**src/rtl/dimmer_pkg.sv**
```systemverilog
// Shared codes, button indices and channel state type for the dimmer key scheduler.
package dimmer_pkg;

    localparam logic [1:0] CODE_IDLE  = 2'b00;
    localparam logic [1:0] CODE_PRESS = 2'b01;
    localparam logic [1:0] CODE_HOLD  = 2'b11;

    localparam int UP      = 0;
    localparam int DOWN    = 1;
    localparam int TOGGLE  = 2;
    localparam int NUM_BTN = 3;

    typedef enum logic [1:0] {
        ST_IDLE      = 2'd0,
        ST_HOLD_WAIT = 2'd1,
        ST_REPEAT    = 2'd2
    } key_state_t;

endpackage

```
**src/rtl/key_channel.sv**
```systemverilog
// One button: 2-flop synchronizer, saturating debounce and press/hold/repeat FSM.
module key_channel
    import dimmer_pkg::*;
#(
    parameter int DEBOUNCE_CYCLES = 4,
    parameter int HOLD_CYCLES     = 16,
    parameter int REPEAT_CYCLES   = 8,
    parameter bit REPEAT_EN       = 1'b1
) (
    input  logic       clock,
    input  logic       reset,
    input  logic       btn,
    output logic       level,
    output logic       req,
    output logic [1:0] req_code,
    output logic       cancel
);

    localparam int DW = $clog2(DEBOUNCE_CYCLES + 1);
    localparam int TW = $clog2(((HOLD_CYCLES > REPEAT_CYCLES) ? HOLD_CYCLES : REPEAT_CYCLES) + 1);
    localparam logic [DW-1:0] DEB_LAST  = DW'(DEBOUNCE_CYCLES - 1);
    localparam logic [TW-1:0] HOLD_LAST = TW'(HOLD_CYCLES - 1);
    localparam logic [TW-1:0] REP_LAST  = TW'(REPEAT_CYCLES - 1);
    localparam logic [TW-1:0] TMAX      = '1;

    logic          sync_p0, sync_p1;
    logic [DW-1:0] db_cnt;
    logic [TW-1:0] timer;
    logic          tmr_clr, hold_due;
    key_state_t    state, state_nxt;

    // Stage p0/p1: metastability synchronizer
    always_ff @(posedge clock or negedge reset) begin
        if (!reset) begin
            sync_p0 <= 1'b0;
            sync_p1 <= 1'b0;
        end else begin
            sync_p0 <= btn;
            sync_p1 <= sync_p0;
        end
    end

    // Level is accepted on the edge the count of differing samples reaches DEBOUNCE_CYCLES
    always_ff @(posedge clock or negedge reset) begin
        if (!reset) begin
            db_cnt <= '0;
            level  <= 1'b0;
        end else if (sync_p1 == level) begin
            db_cnt <= '0;
        end else if (db_cnt >= DEB_LAST) begin
            level  <= sync_p1;
            db_cnt <= '0;
        end else begin
            db_cnt <= db_cnt + DW'(1);
        end
    end

    always_ff @(posedge clock or negedge reset) begin
        if (!reset) begin
            state <= ST_IDLE;
            timer <= '0;
        end else begin
            state <= state_nxt;
            if (tmr_clr)
                timer <= '0;
            else if (timer != TMAX)
                timer <= timer + TW'(1);
        end
    end

    assign hold_due = level && (((state == ST_HOLD_WAIT) && REPEAT_EN && (timer >= HOLD_LAST)) ||
                                ((state == ST_REPEAT) && (timer >= REP_LAST)));

    always_comb begin
        state_nxt = state;
        tmr_clr   = 1'b0;
        case (state)
            ST_IDLE: begin
                if (level) begin
                    state_nxt = ST_HOLD_WAIT;
                    tmr_clr   = 1'b1;
                end
            end
            ST_HOLD_WAIT: begin
                if (!level) begin
                    state_nxt = ST_IDLE;
                end else if (hold_due) begin
                    state_nxt = ST_REPEAT;
                    tmr_clr   = 1'b1;
                end
            end
            ST_REPEAT: begin
                if (!level)
                    state_nxt = ST_IDLE;
                else if (hold_due)
                    tmr_clr = 1'b1;
            end
            default: state_nxt = ST_IDLE;
        endcase
    end

    always_comb begin
        req      = 1'b0;
        req_code = CODE_IDLE;
        cancel   = 1'b0;
        case (state)
            ST_IDLE: begin
                if (level) begin
                    req      = 1'b1;
                    req_code = CODE_PRESS;
                end
            end
            ST_HOLD_WAIT, ST_REPEAT: begin
                if (!level) begin
                    cancel = 1'b1;
                end else if (hold_due) begin
                    req      = 1'b1;
                    req_code = CODE_HOLD;
                end
            end
            default: ;
        endcase
    end

endmodule

```
**src/rtl/dimmer_key_sched.sv**
```systemverilog
// Three key channels feeding a fixed-priority (up > down > toggle) single-grant event scheduler.
module dimmer_key_sched
    import dimmer_pkg::*;
#(
    parameter int DEBOUNCE_CYCLES = 4,
    parameter int HOLD_CYCLES     = 16,
    parameter int REPEAT_CYCLES   = 8
) (
    input  logic       clock,
    input  logic       reset,
    input  logic       btn_up,
    input  logic       btn_down,
    input  logic       btn_toggle,
    output logic [1:0] up,
    output logic [1:0] down,
    output logic [1:0] toggle,
    output logic [2:0] pressed,
    output logic       event_drop
);

    logic [NUM_BTN-1:0]      btn_raw, level, req, cancel;
    logic [NUM_BTN-1:0][1:0] req_code, pend_code, cand_code;
    logic [NUM_BTN-1:0]      pend, pend_live, cand, gnt;

    assign btn_raw = {btn_toggle, btn_down, btn_up};
    assign pressed = level;

    for (genvar i = 0; i < NUM_BTN; i++) begin : g_ch
        key_channel #(
            .DEBOUNCE_CYCLES (DEBOUNCE_CYCLES),
            .HOLD_CYCLES     (HOLD_CYCLES),
            .REPEAT_CYCLES   (REPEAT_CYCLES),
            .REPEAT_EN       (i != TOGGLE)
        ) u_ch (
            .clock    (clock),
            .reset    (reset),
            .btn      (btn_raw[i]),
            .level    (level[i]),
            .req      (req[i]),
            .req_code (req_code[i]),
            .cancel   (cancel[i])
        );
    end

    // A pending hold dies when its button is released; a pending press survives
    always_comb begin
        pend_live = '0;
        cand      = '0;
        cand_code = '0;
        for (int i = 0; i < NUM_BTN; i++) begin
            pend_live[i] = pend[i] & ~(cancel[i] & (pend_code[i] == CODE_HOLD));
            cand[i]      = req[i] | pend_live[i];
            cand_code[i] = req[i] ? req_code[i] : pend_code[i];
        end
    end

    assign gnt[UP]     = cand[UP];
    assign gnt[DOWN]   = cand[DOWN] & ~cand[UP];
    assign gnt[TOGGLE] = cand[TOGGLE] & ~cand[UP] & ~cand[DOWN];

    always_ff @(posedge clock or negedge reset) begin
        if (!reset) begin
            pend       <= '0;
            pend_code  <= '0;
            up         <= CODE_IDLE;
            down       <= CODE_IDLE;
            toggle     <= CODE_IDLE;
            event_drop <= 1'b0;
        end else begin
            for (int i = 0; i < NUM_BTN; i++) begin
                if (gnt[i]) begin
                    pend[i] <= 1'b0;
                end else if (req[i]) begin
                    pend[i]      <= 1'b1;
                    pend_code[i] <= req_code[i];
                end else if (!pend_live[i]) begin
                    pend[i] <= 1'b0;
                end
            end
            up         <= gnt[UP]     ? cand_code[UP]     : CODE_IDLE;
            down       <= gnt[DOWN]   ? cand_code[DOWN]   : CODE_IDLE;
            toggle     <= gnt[TOGGLE] ? cand_code[TOGGLE] : CODE_IDLE;
            event_drop <= |(req & pend_live);
        end
    end

endmodule

```
**config.mk**
```make
export PLATFORM = sky130hd
export DESIGN_NAME = dimmer_key_sched
export DESIGN_NICKNAME = d
export VERILOG_FILES = /design/src/rtl/dimmer_pkg.sv /design/src/rtl/key_channel.sv /design/src/rtl/dimmer_key_sched.sv
export SDC_FILE = /design/constraint.sdc
export NUM_CORES = 1
export LEC_CHECK = 0
export ABC_AREA = 1
export CORE_MARGIN = 2
export CORE_UTILIZATION = 51
export DETAILED_ROUTE_END_ITERATION = 7
export PLACE_DENSITY = 0.69
export SYNTH_ARGS = -nofsm -noshare
export SYNTH_HDL_FRONTEND = slang
export SYNTH_HIERARCHICAL = 1
export SYNTH_SLANG_ARGS = --single-unit
```
**constraint.sdc**
```tcl
create_clock -name clock -period 2.5 [get_ports clock]
set_clock_uncertainty 0.2 [all_clocks]
set_input_delay 0.625 -clock clock [delete_from_list [all_inputs] [get_ports clock]]
set_output_delay 0.625 -clock clock [all_outputs]
set_load 0.005 [all_outputs]
```
==> results of run 1 <==
[cells by family (layout without fill, tap and decap cells)]
| logic type | count (synthesis) | in the layout | synth area share |
|---|---|---|---|
| flops | 55 | 55 | 0.462 |
| compound gates | 38 | 38 | 0.0772 |
| mux | 5 | 5 | 0.0185 |
| other cells | 1 | 1 | 0.00126 |
| fa+ha+maj | 26 | 26 | 0.109 |
| simple gates | 131 | 131 | 0.221 |
| buf+inv | 54 | 67 | 0.0764 |
| xor+xnor | 11 | 11 | 0.0348 |
[worst register-to-register path, cell delays in order, from the launching register on]
cell	delay (ns)
dfrtp_1	0.43
ha_1	0.23
nand2_1	0.08
nor2_1	0.06
ha_1	0.18
nor2_1	0.08
nand2_1	0.06
nand2_1	0.07
nand2_1	0.06
nand2_2	0.09
a21oi_1	0.07
buf_4	0.15
a21oi_4	0.16
nand3_2	0.13
nand2_1	0.09
nand2_1	0.05
[synth_stat cells, drive strengths merged]
cell type	n
o21ai	8
mux2	1
nor2	23
nor3	6
nand3	20
buf	7
nand4	2
clkbuf	4
conb	1
nand2	75
or2	2
a211o	2
a21oi	26
xor2	8
o211ai	2
ha	26
inv	43
dfrtp	55
nor3b	3
mux2i	4
xnor2	3
[routing by layer]
| layer | part of all wire | global-route usage | vias up |
|---|---|---|---|
| met5 | 0 | 0 | - |
| met4 | 0.016 | 0.0610 | 0 |
| li1 | - | - | 1035 |
| met2 | 0.49 | 0.268 | 12 |
| met1 | 0.47 | 0.178 | 892 |
| met3 | 0.021 | 0.0371 | 6 |
[path summary, 6_finish.rpt]
kind,from,cells after the start,end
min in group clock,g_ch[0].u_ch/sync_p0$_DFF_PN0_,0,g_ch[0].u_ch/sync_p1$_DFF_PN0_
max,g_ch[0].u_ch/timer[0]$_DFFE_PN0P_,15,pend_code[5]$_DFFE_PN0N_
min reg2reg,g_ch[0].u_ch/sync_p0$_DFF_PN0_,0,g_ch[0].u_ch/sync_p1$_DFF_PN0_
min,reset,1,g_ch[0].u_ch/sync_p0$_DFF_PN0_
max in group asynchronous,reset,2,pend_code[1]$_DFFE_PN0N_
max reg2reg,g_ch[0].u_ch/timer[0]$_DFFE_PN0P_,15,pend_code[5]$_DFFE_PN0N_
[final cells by class]
| type | instances | area share |
|---|---|---|
| Multi-Input combinational cell | 212 | 0.425 |
| Sequential cell | 55 | 0.421 |
| Timing Repair Buffer | 16 | 0.0498 |
| Inverter | 43 | 0.0494 |
| Tap cell | 72 | 0.0276 |
| Clock buffer | 5 | 0.0211 |
| Clock inverter | 3 | 0.00613 |
[cells in the final DEF, fill, tap and decap left out, types with 2 or more instances in the layout]
| cell | netlist | layout |
|---|---|---|
| dfrtp_1 | 55 | 55 |
| clkbuf_8 | 0 | 5 |
| clkdlybuf4s50_1 | 0 | 13 |
| nand4_1 | 2 | 2 |
| nor2_2 | 2 | 3 |
| nor3_1 | 6 | 6 |
| nor3b_1 | 2 | 2 |
| a21oi_2 | 3 | 5 |
| o21ai_0 | 7 | 7 |
| nor2_1 | 19 | 18 |
| or2_1 | 2 | 2 |
| inv_2 | 2 | 2 |
| a211o_1 | 2 | 2 |
| a21oi_1 | 22 | 20 |
| nand3_2 | 6 | 6 |
| xor2_1 | 8 | 8 |
| clkinvlp_4 | 0 | 2 |
| nand2_4 | 6 | 6 |
| nand3_1 | 14 | 14 |
| inv_1 | 41 | 41 |
| nand2_1 | 64 | 64 |
| ha_1 | 26 | 26 |
| nand2_2 | 5 | 5 |
| nor2_4 | 2 | 2 |
| xnor2_1 | 2 | 2 |
| mux2i_1 | 4 | 4 |
[flip-flops by register name, summed over array words and instances (netlist names), 3 cells and up]
signal,cells
g_ch.u_ch/db_cnt,9
g_ch.u_ch/sync_p1,3
g_ch.u_ch/level,3
g_ch.u_ch/sync_p0,3
g_ch.u_ch/state,6
pend_code,6
pend,3
g_ch.u_ch/timer,15
[metrics by stage]
stage	area (µm²)	setup WS, ns	util	total power, mW	std cells
2_1_floorplan	2980	0.230	-	2.69	321
3_3_place_gp	3170	0.204	0.568	2.97	398
3_5_place_dp	3170	0.171	0.568	3.03	398
4_1_cts	3260	0.153	0.584	3.52	406
5_1_grt	3270	0.00353	0.586	3.85	406
6_report	3270	0.216	0.586	3.48	406
[power breakdown]
| part | total [mW] | internal [mW] | switching, mW |
|---|---|---|---|
| registers | 1.46 | 1.18 | 0.287 |
| clock network | 0.474 | 0.195 | 0.279 |
| logic | 1.54 | 0.675 | 0.869 |
| total | 3.48 | 2.05 | 1.43 |
==> results.json, run 1 <==
{
  "cp.buffers_inverters": 1,
  "wirelength_mm": 4.37,
  "dpl.hpwl_mm": 3.39,
  "p_leak_nw": 1.68,
  "postCtsSetupRepairBufs": 0,
  "required_ns": 2.50,
  "fin_crit_ns": 2.28,
  "yosysTopAreaCellShare": 0.462,
  "synth_area_leaders": "dfrtp_1, ha_1, nand2_1",
  "yosys.area.top_type": "dfrtp_1",
  "grt_max_degree": 40,
  "antenna_left": 0,
  "htree_levels": 2,
  "fin_setup_tns_ns": 0,
  "crit_family": "simple AND/OR/NAND/NOR gates",
  "die_w_um": 80.4,
  "fill_cells": 491,
  "cp_max_fo": 6,
  "synth_area_mm2": 0.00298,
  "hold_path.class": "primary input to async pin",
  "finalHoldViolCount": 0,
  "drv_slew": 0,
  "syn_nets": 352,
  "cts_inserted_buffers": 5,
  "start_util": 0.535,
  "drive_gt1_frac": 0.135,
  "cts-root-buf": "clkbuf_8",
  "power_per_cell_area_mw_per_mm2": 1070,
  "syn_inst": 321,
  "cts_tree": "done",
  "globalplace.congestion": 0.772,
  "first_global_vias": 1882,
  "ys_types": 36,
  "status": "complete, no violations",
  "vias_per_cell": 4.79,
  "crit_type": "flop to flop",
  "initialDrtViolationCount": 40,
  "clock-sinks": 55,
  "final_nets": 364,
  "clk_latency_ns": 0.30,
  "slowest_delay_ns": 0.43,
  "finalSetupViolCount": 0,
  "overflow": 0,
  "cts_max_path_buffers": 2,
  "fp.coreArea_mm2": 0.00557,
  "ys_ff_latch": 55,
  "drc": 0,
  "n_antenna_cell": 0,
  "grt_first_pass_wirelength_mm": 7.68,
  "drt-pass1-iter-count": 4,
  "critPathCaptureType": "flop",
  "min_period_over_period": 0.914,
  "yosysWarnings": 6,
  "num_rows": 27,
  "max_cap_viol_count": 0,
  "area_growth_syn_to_layout_pct": 9.57,
  "cp_slowest_cell": "dfrtp_1",
  "vias": 1945,
  "crit_arrival_ns": 2.29,
  "seq_area_frac_synth": 0.462,
  "wl_per_cell_um": 10.8,
  "start_kind": "flop",
  "seqCellArea_mm2": 0.00138,
  "hold-worst-slack_ns": 0.0382,
  "path_clk_slew_ns": 0.09,
  "cpMostUsedCell": "nand2_1",
  "fmax_mhz": 438,
  "rrSetupSlack_ns": 0.22,
  "avgSynthCellArea_um2": 9.28,
  "ctsResizeCount": 0,
  "die_h_um": 80.4,
  "ir_worst_vdd_uv": 503,
  "ctsHoldBuffers": 0,
  "antenna_found_initial": 0,
  "grtUsageTotal": 0.153,
  "path_cells": "ha_1 -> nand2_1 -> nor2_1 -> ha_1 -> nor2_1 -> nand2_1 -> nand2_1 -> nand2_1 -> nand2_2 -> a21oi_1 -> buf_4 -> a21oi_4 -> nand3_2 -> nand2_1 -> nand2_1",
  "multiInputGateArea_mm2": 0.00139,
  "numPortBuffers": 14,
  "rsz0062_at_grt": "false",
  "num_io_pins": 15,
  "die_area_mm2": 0.00647
}
No activity file was read; power rests on OpenSTA's default activity.
==> inputs of run 2 (changes only) <==
CTS_CLUSTER_SIZE = 28   (was unset)
GPL_TIMING_DRIVEN = 1   (was unset)
SETUP_SLACK_MARGIN = 0.02   (was unset)
==> results.json, run 2 (same netlist as run 1, synthesis figures left out) <==
{
  "status": "complete, no violations",
  "cp_max_fo": 8,
  "start_kind": "flop",
  "grt_max_degree": 40,
  "switching_share": 0.411,
  "globalplace.congestion": 0.772,
  "final_common_cell": "nand2_1",
  "cts_max_path_buffers": 2,
  "finalHoldViolCount": 0,
  "dp_cells": 398,
  "overflow": 0,
  "cts_tree": "done",
  "final_nets": 365,
  "crit_family": "buffers and inverters",
  "total_power_mw": 3.49,
  "crit_type": "flop to primary output",
  "post-place-ws_ns": 0.171,
  "drive_gt1_frac": 0.140,
  "initialDrtViolationCount": 49,
  "first_global_vias": 1882,
  "clk_latency_ns": 0.30,
  "drt-pass1-iter-count": 5,
  "required_ns": 1.67,
  "die_w_um": 80.4,
  "dpl.hpwl_mm": 3.39,
  "crit_arrival_ns": 1.45,
  "fin_crit_ns": 2.28,
  "min_period_over_period": 0.912,
  "fin_setup_tns_ns": 0,
  "vias_per_cell": 4.78,
  "p_clk_frac": 0.135,
  "cts_inserted_buffers": 5,
  "die_h_um": 80.4,
  "die_area_mm2": 0.00647,
  "vias": 1947,
  "num_rows": 27,
  "start_util": 0.535,
  "slowest_delay_ns": 0.58,
  "max_cap_viol_count": 0,
  "antenna_found_initial": 0,
  "fp.coreArea_mm2": 0.00557,
  "n_antenna_cell": 0,
  "critPathCaptureType": "primary output",
  "cp_slowest_cell": "clkdlybuf4s50_1",
  "num_io_pins": 15,
  "path_clk_slew_ns": 0.09,
  "drc": 0,
  "hold_path.class": "primary input to async pin",
  "cp.buffers_inverters": 1,
  "fmax_mhz": 439,
  "finalSetupViolCount": 0,
  "grt_first_pass_wirelength_mm": 7.68,
  "top_register": "g_ch.u_ch/timer",
  "drv_slew": 0,
  "p_int_mw": 2.06,
  "area_growth_syn_to_layout_pct": 9.82,
  "wirelength_mm": 4.39,
  "antenna_left": 0,
  "ir_worst_vdd_uv": 523,
  "path_cells": "clkdlybuf4s50_1",
  "numPortBuffers": 14,
  "grtUsageTotal": 0.153,
  "layout_common_cells": "nand2_1, dfrtp_1, inv_1",
  "cts-root-buf": "clkbuf_8",
  "htree_levels": 2,
  "seqPwrFrac": 0.417,
  "stdcell_count": 407,
  "p_leak_nw": 1.68,
  "largest_reg_flops": 15,
  "worst_slack_ns": 0.220,
  "wl_per_cell_um": 10.8,
  "comb_power_share": 0.448,
  "largest_registers": "g_ch.u_ch/timer (15), g_ch.u_ch/db_cnt (9)",
  "ctsHoldBuffers": 0,
  "clock-sinks": 55,
  "p_sw_mw": 1.44,
  "rsz0062_at_grt": "false",
  "hold-worst-slack_ns": 0.0383,
  "power_per_cell_area_mw_per_mm2": 1070
}
## run 2: cell count changes in the layout (fill, tap and decap cells not counted), sizes merged
cell / previous run / this run
buf: 3 / 4
## run 2: repair_timing
action,in CTS,in global routing
setup endpoints to repair,0,9
gates resized for setup,0,4
buffers inserted,0,1
## run 2: path summary, 6_finish.rpt
| check | startpoint | end | slack [ns] | depth (start not counted) |
|---|---|---|---|---|
| worst min register to register | g_ch[0].u_ch/sync_p0$_DFF_PN0_ | g_ch[0].u_ch/sync_p1$_DFF_PN0_ | 0.16 | 0 |
| min in group clock | g_ch[0].u_ch/sync_p0$_DFF_PN0_ | g_ch[0].u_ch/sync_p1$_DFF_PN0_ | 0.16 | 0 |
| worst max-delay path | g_ch[2].u_ch/level$_DFFE_PN0P_ | pressed[2] | 0.22 | 1 |
| max in group asynchronous | reset | g_ch[2].u_ch/timer[4]$_DFFE_PN0P_ | 1.53 | 2 |
| worst max register to register | g_ch[0].u_ch/timer[1]$_DFFE_PN0P_ | pend_code[5]$_DFFE_PN0N_ | 0.24 | 15 |
| worst min-delay path | reset | g_ch[0].u_ch/sync_p0$_DFF_PN0_ | 0.04 | 1 |
## run 2: through the flow
stage          cell area [µm²]   util
2_1_floorplan             2980      -
3_3_place_gp              3170  0.568
3_5_place_dp              3170  0.568
4_1_cts                   3260  0.584
5_1_grt                   3270  0.587
6_report                  3270  0.587
## run 2: metal layers
metal	track usage	share of wire	up-vias
met5	0	0	-
met4	0.0610	0.015	0
met3	0.0371	0.021	6
met2	0.268	0.49	12
met1	0.178	0.47	891
li1	-	-	1038
## run 2: area by class of cell
class                   count  area (µm²)
clock buffers               5        68.8
clock inverters             3        20.0
fillers                   491        2300
inverters                  43         161
multi-input cells         212        1390
flip-flops and latches     55        1380
well taps                  72        90.1
repair buffers             17         170
## run 2: power groups by stage
stage / clock [mW] / combinational (mW) / sequential (mW)
floorplan: 0 / 1.30 / 1.39
global placement: 0 / 1.50 / 1.47
detailed placement: 0 / 1.55 / 1.48
CTS: 0.503 / 1.56 / 1.46
global route: 0.541 / 1.82 / 1.50
finish: 0.472 / 1.57 / 1.46
